--- src/rtl/fec_decode_ctrl_if.sv ---
// Handshake and decoder-side signal bundle for fec_decode_ctrl.
// slave: the controller's view. master: the view of whatever drives it
// (symbol source, decoder, nibble sink, frame control).
interface fec_decode_ctrl_if #(
    parameter int CNT_W = 16
);
    logic             frame_start;
    logic             abort;
    logic [1:0]       sym_in;
    logic             sym_valid;
    logic             sym_ready;
    logic             dec_rst;
    logic [1:0]       dec_in;
    logic             dec_en;
    logic [3:0]       dec_out;
    logic [3:0]       nib_out;
    logic             nib_valid;
    logic             nib_ready;
    logic [CNT_W-1:0] nib_cnt;
    logic             busy;
    logic             frame_done;

    modport slave (
        input  frame_start, abort, sym_in, sym_valid, dec_out, nib_ready,
        output sym_ready, dec_rst, dec_in, dec_en, nib_out, nib_valid,
               nib_cnt, busy, frame_done
    );

    modport master (
        output frame_start, abort, sym_in, sym_valid, dec_out, nib_ready,
        input  sym_ready, dec_rst, dec_in, dec_en, nib_out, nib_valid,
               nib_cnt, busy, frame_done
    );
endinterface

--- src/rtl/fec_decode_ctrl.sv ---
// Block-decoder sequencer: feeds SYMS_PER_CW symbols, issues a trigger
// cycle, captures the corrected nibble DEC_LATENCY cycles later and hands it
// downstream. Counts FRAME_NIBBLES nibbles per frame and owns the decoder's
// synchronous reset. i_reset is asynchronous and active low.
module fec_decode_ctrl #(
    parameter int SYMS_PER_CW   = 4,
    parameter int DEC_LATENCY   = 2,
    parameter int FRAME_NIBBLES = 48,
    parameter int CNT_W         = 16
) (
    input  logic            i_clk,
    input  logic            i_reset,
    fec_decode_ctrl_if.slave bus
);
    localparam int SIDX_W = $clog2(SYMS_PER_CW) + 1;
    localparam int WAIT_W = $clog2(DEC_LATENCY) + 1;

    localparam logic [SIDX_W-1:0] LAST_SYM  = SIDX_W'(SYMS_PER_CW - 1);
    localparam logic [WAIT_W-1:0] LAST_WAIT = WAIT_W'(DEC_LATENCY - 1);
    localparam logic [CNT_W-1:0]  FRAME_END = CNT_W'(FRAME_NIBBLES);

    localparam logic [2:0] S_IDLE = 3'd0;
    localparam logic [2:0] S_CLR  = 3'd1;
    localparam logic [2:0] S_FEED = 3'd2;
    localparam logic [2:0] S_TRIG = 3'd3;
    localparam logic [2:0] S_WAIT = 3'd4;
    localparam logic [2:0] S_OUT  = 3'd5;

    logic [2:0]        r_state;
    logic [2:0]        w_state_nxt;
    logic [SIDX_W-1:0] r_sym_idx;
    logic [WAIT_W-1:0] r_wait_cnt;
    logic [3:0]        r_nib_out;
    logic              r_nib_valid;
    logic [CNT_W-1:0]  r_nib_cnt;
    logic              r_frame_done;
    logic              r_dec_rst;
    logic              r_busy;

    logic [CNT_W-1:0]  w_cnt_inc;
    logic              w_last_nib;
    logic              w_abort;
    logic              w_handshake;

    assign w_cnt_inc   = r_nib_cnt + 1'b1;
    assign w_last_nib  = (w_cnt_inc == FRAME_END);
    // Abort is meaningless in IDLE; outside IDLE it beats every other event.
    assign w_abort     = bus.abort && (r_state != S_IDLE);
    assign w_handshake = r_nib_valid && bus.nib_ready;

    // Next-state decode; abort override is applied last so it always wins.
    always_comb begin
        w_state_nxt = r_state;
        case (r_state)
            S_IDLE: if (bus.frame_start) w_state_nxt = S_CLR;
            S_CLR:  w_state_nxt = S_FEED;
            S_FEED: if (bus.sym_valid && (r_sym_idx == LAST_SYM)) w_state_nxt = S_TRIG;
            S_TRIG: w_state_nxt = S_WAIT;
            S_WAIT: if (r_wait_cnt == LAST_WAIT) w_state_nxt = S_OUT;
            S_OUT:  if (w_handshake) w_state_nxt = w_last_nib ? S_IDLE : S_FEED;
            default: w_state_nxt = S_IDLE;
        endcase
        if (w_abort) w_state_nxt = S_IDLE;
    end

    // State plus the outputs that are pure functions of the next state,
    // registered so they line up with the state they describe.
    always_ff @(posedge i_clk or negedge i_reset) begin
        if (!i_reset) begin
            r_state   <= S_IDLE;
            r_dec_rst <= 1'b1;
            r_busy    <= 1'b0;
        end else begin
            r_state   <= w_state_nxt;
            r_dec_rst <= (w_state_nxt == S_IDLE) || (w_state_nxt == S_CLR);
            r_busy    <= (w_state_nxt != S_IDLE);
        end
    end

    // Datapath: symbol/latency counters, nibble capture and hand-off, frame count.
    always_ff @(posedge i_clk or negedge i_reset) begin
        if (!i_reset) begin
            r_sym_idx    <= '0;
            r_wait_cnt   <= '0;
            r_nib_out    <= '0;
            r_nib_valid  <= 1'b0;
            r_nib_cnt    <= '0;
            r_frame_done <= 1'b0;
        end else begin
            r_frame_done <= 1'b0;
            if (w_abort) begin
                // Partial codeword and any pending nibble are dropped; nib_cnt
                // is left alone so software can see how far the frame got.
                r_nib_valid <= 1'b0;
            end else begin
                case (r_state)
                    S_CLR: begin
                        r_nib_cnt <= '0;
                        r_sym_idx <= '0;
                    end
                    S_FEED: if (bus.sym_valid) r_sym_idx <= r_sym_idx + 1'b1;
                    S_TRIG: r_wait_cnt <= '0;
                    S_WAIT: begin
                        r_wait_cnt <= r_wait_cnt + 1'b1;
                        if (r_wait_cnt == LAST_WAIT) begin
                            r_nib_out   <= bus.dec_out;
                            r_nib_valid <= 1'b1;
                        end
                    end
                    S_OUT: if (w_handshake) begin
                        r_nib_valid <= 1'b0;
                        r_nib_cnt   <= w_cnt_inc;
                        if (w_last_nib) r_frame_done <= 1'b1;
                        else            r_sym_idx    <= '0;
                    end
                    default: ;
                endcase
            end
        end
    end

    // Symbol path is combinational so an accepted symbol reaches the decoder
    // in the same cycle; TRIG enables the decoder with no symbol.
    assign bus.sym_ready  = (r_state == S_FEED);
    assign bus.dec_en     = ((r_state == S_FEED) && bus.sym_valid) || (r_state == S_TRIG);
    assign bus.dec_in     = bus.sym_in;
    assign bus.dec_rst    = r_dec_rst;
    assign bus.nib_out    = r_nib_out;
    assign bus.nib_valid  = r_nib_valid;
    assign bus.nib_cnt    = r_nib_cnt;
    assign bus.busy       = r_busy;
    assign bus.frame_done = r_frame_done;
endmodule
--- src/flat_wrapper.sv ---
// flat-port wrapper written by rule: the top's interface ports become plain ports
module fec_decode_ctrl_flat 
#(
    parameter int SYMS_PER_CW   = 4,
    parameter int DEC_LATENCY   = 2,
    parameter int FRAME_NIBBLES = 48,
    parameter int CNT_W         = 16
)
  (i_clk, i_reset, bus_frame_start, bus_abort, bus_sym_in, bus_sym_valid, bus_dec_out, bus_nib_ready, bus_sym_ready, bus_dec_rst, bus_dec_in, bus_dec_en, bus_nib_out, bus_nib_valid, bus_nib_cnt, bus_busy, bus_frame_done);
  fec_decode_ctrl_if #(.CNT_W(CNT_W)) bus_i ();
  input  logic i_clk;
  input  logic i_reset;
  input wire logic [$bits(bus_i.frame_start)-1:0] bus_frame_start;
  input wire logic [$bits(bus_i.abort)-1:0] bus_abort;
  input wire logic [$bits(bus_i.sym_in)-1:0] bus_sym_in;
  input wire logic [$bits(bus_i.sym_valid)-1:0] bus_sym_valid;
  input wire logic [$bits(bus_i.dec_out)-1:0] bus_dec_out;
  input wire logic [$bits(bus_i.nib_ready)-1:0] bus_nib_ready;
  output wire logic [$bits(bus_i.sym_ready)-1:0] bus_sym_ready;
  output wire logic [$bits(bus_i.dec_rst)-1:0] bus_dec_rst;
  output wire logic [$bits(bus_i.dec_in)-1:0] bus_dec_in;
  output wire logic [$bits(bus_i.dec_en)-1:0] bus_dec_en;
  output wire logic [$bits(bus_i.nib_out)-1:0] bus_nib_out;
  output wire logic [$bits(bus_i.nib_valid)-1:0] bus_nib_valid;
  output wire logic [$bits(bus_i.nib_cnt)-1:0] bus_nib_cnt;
  output wire logic [$bits(bus_i.busy)-1:0] bus_busy;
  output wire logic [$bits(bus_i.frame_done)-1:0] bus_frame_done;
  assign bus_i.frame_start = bus_frame_start;
  assign bus_i.abort = bus_abort;
  assign bus_i.sym_in = bus_sym_in;
  assign bus_i.sym_valid = bus_sym_valid;
  assign bus_i.dec_out = bus_dec_out;
  assign bus_i.nib_ready = bus_nib_ready;
  assign bus_sym_ready = bus_i.sym_ready;
  assign bus_dec_rst = bus_i.dec_rst;
  assign bus_dec_in = bus_i.dec_in;
  assign bus_dec_en = bus_i.dec_en;
  assign bus_nib_out = bus_i.nib_out;
  assign bus_nib_valid = bus_i.nib_valid;
  assign bus_nib_cnt = bus_i.nib_cnt;
  assign bus_busy = bus_i.busy;
  assign bus_frame_done = bus_i.frame_done;
  fec_decode_ctrl #(.SYMS_PER_CW(SYMS_PER_CW), .DEC_LATENCY(DEC_LATENCY), .FRAME_NIBBLES(FRAME_NIBBLES), .CNT_W(CNT_W)) u_core (.i_clk(i_clk), .i_reset(i_reset), .bus(bus_i));
endmodule
--- config.mk ---
export PLATFORM = sky130hd
export DESIGN_NAME = fec_decode_ctrl_flat
export DESIGN_NICKNAME = d
export VERILOG_FILES = /design/src/rtl/fec_decode_ctrl_if.sv /design/src/rtl/fec_decode_ctrl.sv /design/src/flat_wrapper.sv
export SDC_FILE = /design/constraint.sdc
export NUM_CORES = 1
export LEC_CHECK = 0
export BUFFER_PORTS_ARGS = -buffer_cell sky130_fd_sc_hd__buf_2
export CORE_MARGIN = 2
export CORE_UTILIZATION = 40
export DETAILED_ROUTE_END_ITERATION = 7
export SETUP_SLACK_MARGIN = 0.2
export SYNTH_ARGS = -nofsm -noshare
export SYNTH_HDL_FRONTEND = slang
export SYNTH_SLANG_ARGS = --single-unit
--- constraint.sdc ---
create_clock -name i_clk -period 3.8 [get_ports i_clk]
set_clock_uncertainty 0.2 [all_clocks]
set_input_delay 0.19 -clock i_clk [delete_from_list [all_inputs] [get_ports i_clk]]
set_output_delay 0.19 -clock i_clk [all_outputs]
set_load 0.01 [all_outputs]
==> run summary <==
Slowest cell on the critical path: a2111oi_0
Hold Crit Class: in -> reg
Clk buf depth: 2
Post-place instance area: 2160 sq um
CP Max Fanout: 8
Port-buffer cells: 35
Number of synthesized flops with an enable pin: 0
Setup crit end kind: flip-flop
H-tree level count: 2
CTS tree: yes
Final setup viols: 0
Cells after DPL: 312
Post-Synth Simple-Gate Area: 23.4%
Initial antenna violation count: 0
Sw Pwr: 0.293 mW
Hold Path Depth: 2
Hold Crit Endpoint: u_core.r_state[2]
Drt pass-1 iters: 4
Hold slack: -0.00170 ns
I/O pin cnt: 40
Failing checks: hold timing
Top_reg_cell synth: dfrtp_1
Buf+Inv Stages, Crit Path: 0
Fin. max-slew vios: 0
Seq/Total Area, Yosys: 40.7%
Area leader, netlist: dfrtp_1
Post-synthesis mux area share: 4.32%
Share of layout cells above drive strength 1: 21.7%
Yosys cell types: 51
Cell family with most CP delay: compound AO/OA/AOI/OAI gates
Synth async-reset ratio: 100%
Clock buffers created by TritonCTS: 5
Layout Cells excl Fill: 325
Initial Util: 41.7%
Hold_sp: bus_abort
Post-synthesis compound-gate area fraction: 21.0%
PD cells: 412 nW/um^2
Post-DRT Antenna Nets: 0
FF-to-FF End: u_core.r_state[1]
Chip width: 74.2 um
Required @ worst endpoint: 3.78 ns
Num rows: 25
Synth Warn #: 0
Worst r2r path cells: 6
Largest net degree at the start of global routing: 33
CP Launch Type: flip-flop
XOR/XNOR Fraction of Synth Area: 3.11%
Pleak: 1.05 nW
Clk slew on worst S/H paths: 0.07 ns
Crit share post-route: 68.7%
Layout Nets: 273
Clock root cell: clkbuf_8
Post-Syn Area per Cell: 8.72 sq um
Final instance area: 2310 sq um
Area grow syn2layout: 17.4%
Switching share of power: 30.8%
Origin of the critical flop-to-flop path: u_core.bus.nib_cnt[0]
Internal power: 0.660 mW
Post-synthesis adder-cell area fraction: 2.54%
Cell Area, Synth: 1970 sq um
Residual DRC count: 0
Total Routing Usage GR: 17.9%
Largest family of logic cells by synthesized area: simple AND/OR/NAND/NOR gates
First-pass GRT wire length: 7620 um
Vias per cell: 5.23
Fillers: 465
Total Neg Setup Slack: 0 ns
Max Cap Viol: 0
FMAX: 383 MHz
RSZ-0062 raised after global routing: false
Max stage delay on crit path: 0.73 ns
Slew @ Worst Pin: 0.813 ns
Post-CTS Setup Bufs: 0
Total number of vias: 1700
Routability cong.: 0.818
CP Cell Sequence: ha_1 > nand3_2 > nor2_1 > a2111oi_0 > o2111ai_2 > a31o_1
Seq pwr share: 45.6%
CORE AREA: 4720 sq um
Die H: 74.2 um
#FFs+latches synth: 32
IR drop worst, VDD: 0.193 mV
Routed length per instance: 13.8 um
HPWL after DPL: 3120 um
Inserted Diodes: 0
Number of global-route vias before repair: 1571
WS Path Type: reg -> reg
WL final: 4490 um
Die area: 5500 sq um
Min Tclk post-route: 2.61 ns
Final WS setup: 1.19 ns
Mapped Cells: 226
Combinational Power Share: 20.6%
Final hold vios: 1
Area contributors post-synth: dfrtp_1, o21ai_0, nor2_1, nand2_1, a21oi_1
Setup WS pre-CTS: 1.26 ns
Critical path arrival: 2.59 ns
Flop2flop setup slack: 1.19 ns
Utilization after layout: 49.0%
Worst slew margin: 44.4%
Clock Sinks: 32
DR iter-0 viols: 145
Overflow after GRT: 0
Clock Latency Late Sink: 0.29 ns
Synth top area share: 39.4%
Outcome: finished, violations left
Power share of the clock group: 33.8%
Syn nets: 242
## layout make-up
| type | count | area (sq um) | share of cell area, % |
|---|---|---|---|
| Multi-Input combinational cell | 172 | 1070 | 46.3 |
| Sequential cell | 32 | 802 | 34.7 |
| Timing Repair Buffer | 40 | 225 | 9.73 |
| Tap cell | 67 | 83.8 | 3.62 |
| Clock buffer | 6 | 72.6 | 3.14 |
| Clock inverter | 2 | 35.0 | 1.51 |
| Inverter | 6 | 22.5 | 0.973 |
## power by group through the flow
stage | clock, mW | sequential (mW) | combinational, mW
6_report | 0.323 | 0.435 | 0.196
5_1_grt | 0.348 | 0.444 | 0.222
4_1_cts | 0.330 | 0.434 | 0.199
3_5_place_dp | 0 | 0.440 | 0.194
3_3_place_gp | 0 | 0.439 | 0.191
2_1_floorplan | 0 | 0.405 | 0.170
## cell usage in the layout (no fill, tap or decap), types with 2 or more instances in the layout
cell	synthesis	routed
dlygate4sd3_1	0	5
mux2i_1	4	4
o21ai_0	23	23
a211oi_1	2	2
o21a_1	4	4
mux2_2	4	4
nor4_1	2	2
dfrtp_1	31	31
nor3_1	5	5
nand2b_1	4	4
and3_1	3	3
xnor2_1	5	5
or2_2	2	2
buf_2	2	35
xor2_1	2	2
o2111a_1	2	2
nand3b_1	3	3
a31oi_1	2	2
nand4_1	5	5
o41ai_1	3	3
nand2_1	24	24
a21oi_1	10	10
clkbuf_8	0	5
a21o_1	2	2
and2_1	3	3
nand3_1	7	7
nor2b_1	2	2
nor2_1	25	25
inv_1	6	6
ha_1	4	4
o31ai_1	2	2
## synth_stat cells, types with 2 or more instances
library cell and n:
nand2b_1 4, o41ai_1 3, buf_4 3, nor2_1 25, dfrtp_1 31, a21oi_1 10, mux2i_1 4, a211oi_1 2
nand4_1 5, nand2_1 24, o21ai_0 23, nor3_1 5, xor2_1 2, nor4_1 2, clkbuf_1 10, and2_1 3
ha_1 4, nor2b_1 2, xnor2_1 5, o31ai_1 2, a21o_1 2, and3_1 3, buf_2 2, o21a_1 4
o2111a_1 2, mux2_2 4, a31oi_1 2, nand3b_1 3, inv_1 6, or2_2 2, nand3_1 7
## registers in the layout, summed over array words and instances (netlist names)
name	cells
u_core.bus.nib_out	4
u_core.bus.dec_rst	1
u_core.bus.frame_done	1
u_core.bus.busy	1
u_core.r_sym_idx	3
u_core.r_wait_cnt	2
u_core.bus.nib_cnt	16
u_core.bus.nib_valid	1
u_core.r_state	3
## worst reg2reg max path: cells and delay by family (launching register included)
kind	cells	cell delay, ns
and+or+nand+nor	2	0.27
DFF	1	0.45
AOI/OAI and AO/OA	3	1.30
adders and majority gates	1	0.28
## cells by family after synthesis
group                    count (synthesis)
AO/OA/AOI/OAI                           61
AND/OR/NAND/NOR                         92
multiplexers                             8
adder cells (fa/ha/maj)                  4
flip-flops                              32
XOR/XNOR                                 7
buffers and inverters                   22
## routing by layer
layer,global-route usage (%),vias up,wire length [um]
li1,-,870,-
met1,26.2,793,2290
met2,26.4,33,1980
met3,4.20,4,183
met4,4.85,0,34
met5,0,-,0
## per-stage QoR
step	hold slack [ns]	total power, mW
global route	0.0299	1.01
detailed placement	0.100	0.633
CTS	0.00213	0.964
finish	-0.00170	0.954
floorplan	-0.306	0.575
global placement	0.0910	0.630
## worst max path at each step
stage                               start           endpoint  depth (start not counted)
finish              u_core.bus.nib_cnt[0]  u_core.r_state[1]                          6
global placement    u_core.bus.nib_cnt[0]  u_core.r_state[1]                          6
floorplan           u_core.bus.nib_cnt[0]  u_core.r_state[1]                          6
detailed placement  u_core.bus.nib_cnt[0]  u_core.r_state[1]                          6
global route        u_core.bus.nib_cnt[0]  u_core.r_state[1]                          6
CTS                 u_core.bus.nib_cnt[0]  u_core.r_state[1]                          6
## timing repair
| item | 4_1_cts | 5_1_grt |
|---|---|---|
| endpoints found under the hold margin | 35 | 0 |
| hold buffers | 5 | 0 |
| gates resized for setup | 0 | 0 |
(Power assumes the default switching activity.)
